==> src/rtl/mant_align.sv <==
// rtl/mant_align.sv - pipelined log-depth right-shift mantissa aligner with sticky
//
// Purpose:
//   Right-shifts an unsigned mantissa by an exponent-difference amount
//   through S = clog2(N) registered stages. Stage k conditionally shifts
//   by 2^(S-1-k). The optional sticky output is the OR of every bit shifted
//   out. Each stage has its own valid bit, so a stalled output lets upstream
//   bubbles collapse.
//
// Ports:
//   clk, rst_n            clock, asynchronous active-low reset
//   in_valid/in_ready     input handshake (in_ready is combinational from out_ready)
//   in_data [N]           mantissa to align
//   in_shamt [E_W]        unsigned right-shift amount
//   in_sign               sign, carried alongside the beat unchanged
//   out_valid/out_ready   output handshake
//   out_data [N]          in_data >> in_shamt, zero-filled
//   out_sticky            OR of the shifted-out bits (0 when the sticky build is off)
//   out_sign              in_sign of the same beat
//
// Build option:
//   MANT_ALIGN_STICKY_EN  when defined, sticky logic and registers are built;
//                         otherwise out_sticky is tied to 0.
module mant_align #(
  parameter int N   = 32,
  parameter int E_W = 6
) (
  input  logic           clk,
  input  logic           rst_n,
  input  logic           in_valid,
  output logic           in_ready,
  input  logic [N-1:0]   in_data,
  input  logic [E_W-1:0] in_shamt,
  input  logic           in_sign,
  output logic           out_valid,
  input  logic           out_ready,
  output logic [N-1:0]   out_data,
  output logic           out_sticky,
  output logic           out_sign
);
  localparam int S = $clog2(N);

  logic [S-1:0]   v_q;
  logic [S-1:0]   adv;
  logic [S-1:0]   sh_en;
  logic           sat0;

  logic [N-1:0]   data_q   [S];
  logic [N-1:0]   data_d   [S];
  logic           sign_q   [S];
  // The last stage never consumes a shift amount, so it carries none.
  logic [E_W-1:0] shamt_q  [S-1];

  logic [N-1:0]   src_data  [S];
  logic [E_W-1:0] src_shamt [S];
  logic           src_sign  [S];
  logic [S-1:0]   src_valid;

  // A stage may load when it, or any stage after it, is empty, or when the
  // output is being taken. Bits below k are forced to 1 so only stages k..S-1
  // take part in the all-full test.
  always_comb begin
    for (int k = 0; k < S; k++) begin
      adv[k] = out_ready | ~&(v_q | S'((1 << k) - 1));
    end
  end

  assign in_ready = adv[0];

  // Stage k is fed by the module inputs (k = 0) or by stage k-1.
  always_comb begin
    src_data[0]  = in_data;
    src_shamt[0] = in_shamt;
    src_sign[0]  = in_sign;
    src_valid[0] = in_valid;
    for (int k = 1; k < S; k++) begin
      src_data[k]  = data_q[k-1];
      src_shamt[k] = shamt_q[k-1];
      src_sign[k]  = sign_q[k-1];
      src_valid[k] = v_q[k-1];
    end
  end

  // Any shamt bit at or above position S means the shift is >= N.
  assign sat0 = |(in_shamt >> S);

  always_comb begin
    for (int k = 0; k < S; k++) begin
      sh_en[k] = |(src_shamt[k] & (E_W'(1) << (S - 1 - k)));
    end
  end

  always_comb begin
    for (int k = 0; k < S; k++) begin
      if ((k == 0) && sat0) begin
        data_d[k] = '0;
      end else if (sh_en[k]) begin
        data_d[k] = src_data[k] >> (1 << (S - 1 - k));
      end else begin
        data_d[k] = src_data[k];
      end
    end
  end

  always_ff @(posedge clk or negedge rst_n) begin
    if (!rst_n) begin
      v_q <= '0;
      for (int k = 0; k < S; k++) begin
        data_q[k] <= '0;
        sign_q[k] <= 1'b0;
      end
      for (int k = 0; k < S - 1; k++) begin
        shamt_q[k] <= '0;
      end
    end else begin
      for (int k = 0; k < S; k++) begin
        if (adv[k]) begin
          v_q[k]    <= src_valid[k];
          data_q[k] <= data_d[k];
          sign_q[k] <= src_sign[k];
        end
      end
      for (int k = 0; k < S - 1; k++) begin
        if (adv[k]) begin
          shamt_q[k] <= src_shamt[k];
        end
      end
    end
  end

`ifdef MANT_ALIGN_STICKY_EN
  logic sticky_q   [S];
  logic sticky_d   [S];
  logic src_sticky [S];

  // Dropped bits of stage k are the low 2^(S-1-k) bits of its input.
  always_comb begin
    src_sticky[0] = 1'b0;
    for (int k = 1; k < S; k++) begin
      src_sticky[k] = sticky_q[k-1];
    end
    for (int k = 0; k < S; k++) begin
      if ((k == 0) && sat0) begin
        sticky_d[k] = |in_data;
      end else begin
        sticky_d[k] = src_sticky[k] |
                      (sh_en[k] & (|(src_data[k] & ~({N{1'b1}} << (1 << (S - 1 - k))))));
      end
    end
  end

  always_ff @(posedge clk or negedge rst_n) begin
    if (!rst_n) begin
      for (int k = 0; k < S; k++) begin
        sticky_q[k] <= 1'b0;
      end
    end else begin
      for (int k = 0; k < S; k++) begin
        if (adv[k]) begin
          sticky_q[k] <= sticky_d[k];
        end
      end
    end
  end

  assign out_sticky = sticky_q[S-1];
`else
  assign out_sticky = 1'b0;
`endif

  assign out_valid = v_q[S-1];
  assign out_data  = data_q[S-1];
  assign out_sign  = sign_q[S-1];

endmodule

==> config.mk <==
export PLATFORM = sky130hd
export DESIGN_NAME = mant_align
export DESIGN_NICKNAME = d
export VERILOG_FILES = /design/src/rtl/mant_align.sv
export SDC_FILE = /design/constraint.sdc
export NUM_CORES = 1
export LEC_CHECK = 0
export ABC_AREA = 1
export CAP_MARGIN = 5
export CORE_MARGIN = 2
export CORE_UTILIZATION = 40
export CTS_CLUSTER_DIAMETER = 100
export DETAILED_ROUTE_END_ITERATION = 12
export PLACE_DENSITY = 0.67
export SYNTH_ARGS = -nofsm -noshare
export SYNTH_HDL_FRONTEND = slang
export SYNTH_SLANG_ARGS = --single-unit
==> constraint.sdc <==
create_clock -name clk -period 2.1 [get_ports clk]
set_input_delay 0.315 -clock clk [delete_from_list [all_inputs] [get_ports clk]]
set_output_delay 0.315 -clock clk [all_outputs]
set_load 0.02 [all_outputs]
==> metrics.txt <==
status=complete, no violations; Max Freq=512 MHz; IR drop worst, VDD=0.454 mV; hold_ws=424 ps; period utilisation layout=0.930; critical path arrival=1640 ps; Final setup violation count=0; Post-DRT Antenna Nets=0; clk sinks=180; setup bufs post-CTS=0; Hold Crit Class=in2async; row cnt=54; Design Area, Final=10,200 um2; share of layout cells above drive strength 1=0.0553; Nets=1,224; syn_nets=1,215; clock insertion delay at the later pin of the skew report=430 ps; total global-route track usage=0.157; largest net degree at the start of global routing=79; synthesized area=8810 um2; P_int=7.57 mW; clock power share=0.303; Worst setup startpoint=v_q[4]; GPL Wtd Cong=0.907; Reg-to-Reg End=data_q[68]; Starting Density=0.406; number of global-route vias before repair=6,369; drt total wl=17,400 um; Synth Register Bits=180; normalized max-slew margin=0.640; grt ovf=0; Hold Vio Cnt, Final=0; switch share=0.324; CP Class=reg2out; Unique masters post-synth=21; area delta synth->final=16.3%; P_sw=3.63 mW; first-pass GRT wire length=30,800 um; initial antenna violation count=0; die width=152 um; crit start category=flip-flop; Die Y=152 um; combinational share of power=0.274; max_cap viols=0; Slew @ Worst Pin=539 ps; syn avg cell area=7.51 um2; LEAKAGE=5.14 nW; Core ar.=21,700 um2; DRC marker count from the first detailed-route iteration=406; Critical Path End Type=primary output; die area=23,200 um2; Power Dens Cells=1090 nW/um2; critical-path maximum fanout=6; post-DP HPWL=12,200 um; max-slew violations=0; IO Pins=79; r2r startpoint=v_q[4]; diode count=0; register share of total power=0.424; Worst R2R Path Depth=7; Design Power=11.2 mW; vias per cell=4.75; clock-pin slew on the worst setup and hold paths=60 ps; drt drc=0; CTS Buf Count=17; drt first pass iters=5; deepest clock path buffer count=2; sequential area share after synthesis=0.512; clock skew=6.56 ps; Synth Warn #=0; minimum clock period=1950 ps; Post-Syn Instances=1,172; PortBufs=77; vias=7,001; Placed Area=9590 um2; Req. time, crit path=1780 ps; unrepaired setup endpoints after global routing=no; WL per Instance=11.8 um; H-tree depth=4; final setup TNS=0 ps; most common cell after layout, fill and taps aside=nand2_1; commonest cells after routing, fill and taps aside=494 x nand2_1, 180 x dfrtp_1, 103 x nor2_1, 78 x nand3_1, 75 x clkdlybuf4s50_1; clk root buf=clkbuf_16; CTS tree=built; reg-to-reg slack, setup=420 ps
## flip-flops by register name, summed over array words and instances (netlist names)
register  count
sign_q        4
out_sign      1
shamt_q       6
sh_en         4
out_data     32
v_q           5
data_q      128
## per-layer routing
metal  track usage  up-vias  part of all wire
li1              -     3701                 -
met1         0.229     3141              0.51
met2         0.234      135              0.43
met3        0.0282       24             0.038
met4        0.0592        0             0.019
met5             0        -                 0
## cells in the mapped netlist (all sizes together)
master / count / share of area
a21oi: 16 / 0.0091
a31oi: 31 / 0.022
buf: 71 / 0.052
clkbuf: 42 / 0.018
conb: 1 / 0.00043
dfrtp: 180 / 0.51
inv: 55 / 0.023
nand2: 498 / 0.21
nand3: 79 / 0.045
nand4: 37 / 0.026
nor2: 105 / 0.046
o21ai: 56 / 0.032
or2: 1 / 0.00071
## critical path: stages (launching register included)
cell,delay [ps]
dfrtp_1,470
nand2_2,130
nor2_4,150
nand3_2,120
dlygate4sd2_1,350
## power by group through the flow
stage	logic [mW]	clock network, mW	registers [mW]
final	3.07	3.39	4.74
after global routing	3.51	3.59	4.86
after CTS	3.10	3.47	4.75
after detailed placement	3.09	0	4.81
after global placement	3.05	0	4.79
after floorplan	2.43	0	4.69
## repair_timing
| action | 4_1_cts | 5_1_grt |
|---|---|---|
| hold buffers | 1 | 0 |
| hold endpoints to repair | 52 | 0 |
| resized for setup | 1 | 0 |
| setup endpoints to repair | 1 | 0 |
## worst max-delay path by stage
stage | end | slack [ps] | cells past startpoint
after global routing | in_ready | 50 | 4
after detailed placement | in_ready | 110 | 4
final | in_ready | 150 | 4
after floorplan | in_ready | 650 | 4
after CTS | in_ready | 110 | 4
after global placement | in_ready | 100 | 4
## area by class of cell
cell class / count / area [um2]
clock inverters: 11 / 175
fillers: 2112 / 11400
well taps: 280 / 350
repair buffers: 103 / 1060
multi-input cells: 824 / 3480
clock buffers: 20 / 467
flip-flops and latches: 180 / 4500
inverters: 55 / 206
## logic make-up after synthesis
kind of cell,Yosys count,share of synthesized area
compound gates,103,0.0629
simple gates,720,0.332
flops,180,0.512
other cells,1,0.000426
buf+inv,168,0.0933
## through the flow
stage	std cells	util	setup slack (ps)
6_report	1473	0.472	147
5_1_grt	1473	0.472	52.5
4_1_cts	1473	0.472	105
3_5_place_dp	1441	0.442	113
3_3_place_gp	1441	0.442	99.9
2_1_floorplan	1172	-	648
No activity file was read; power rests on OpenSTA's default activity.
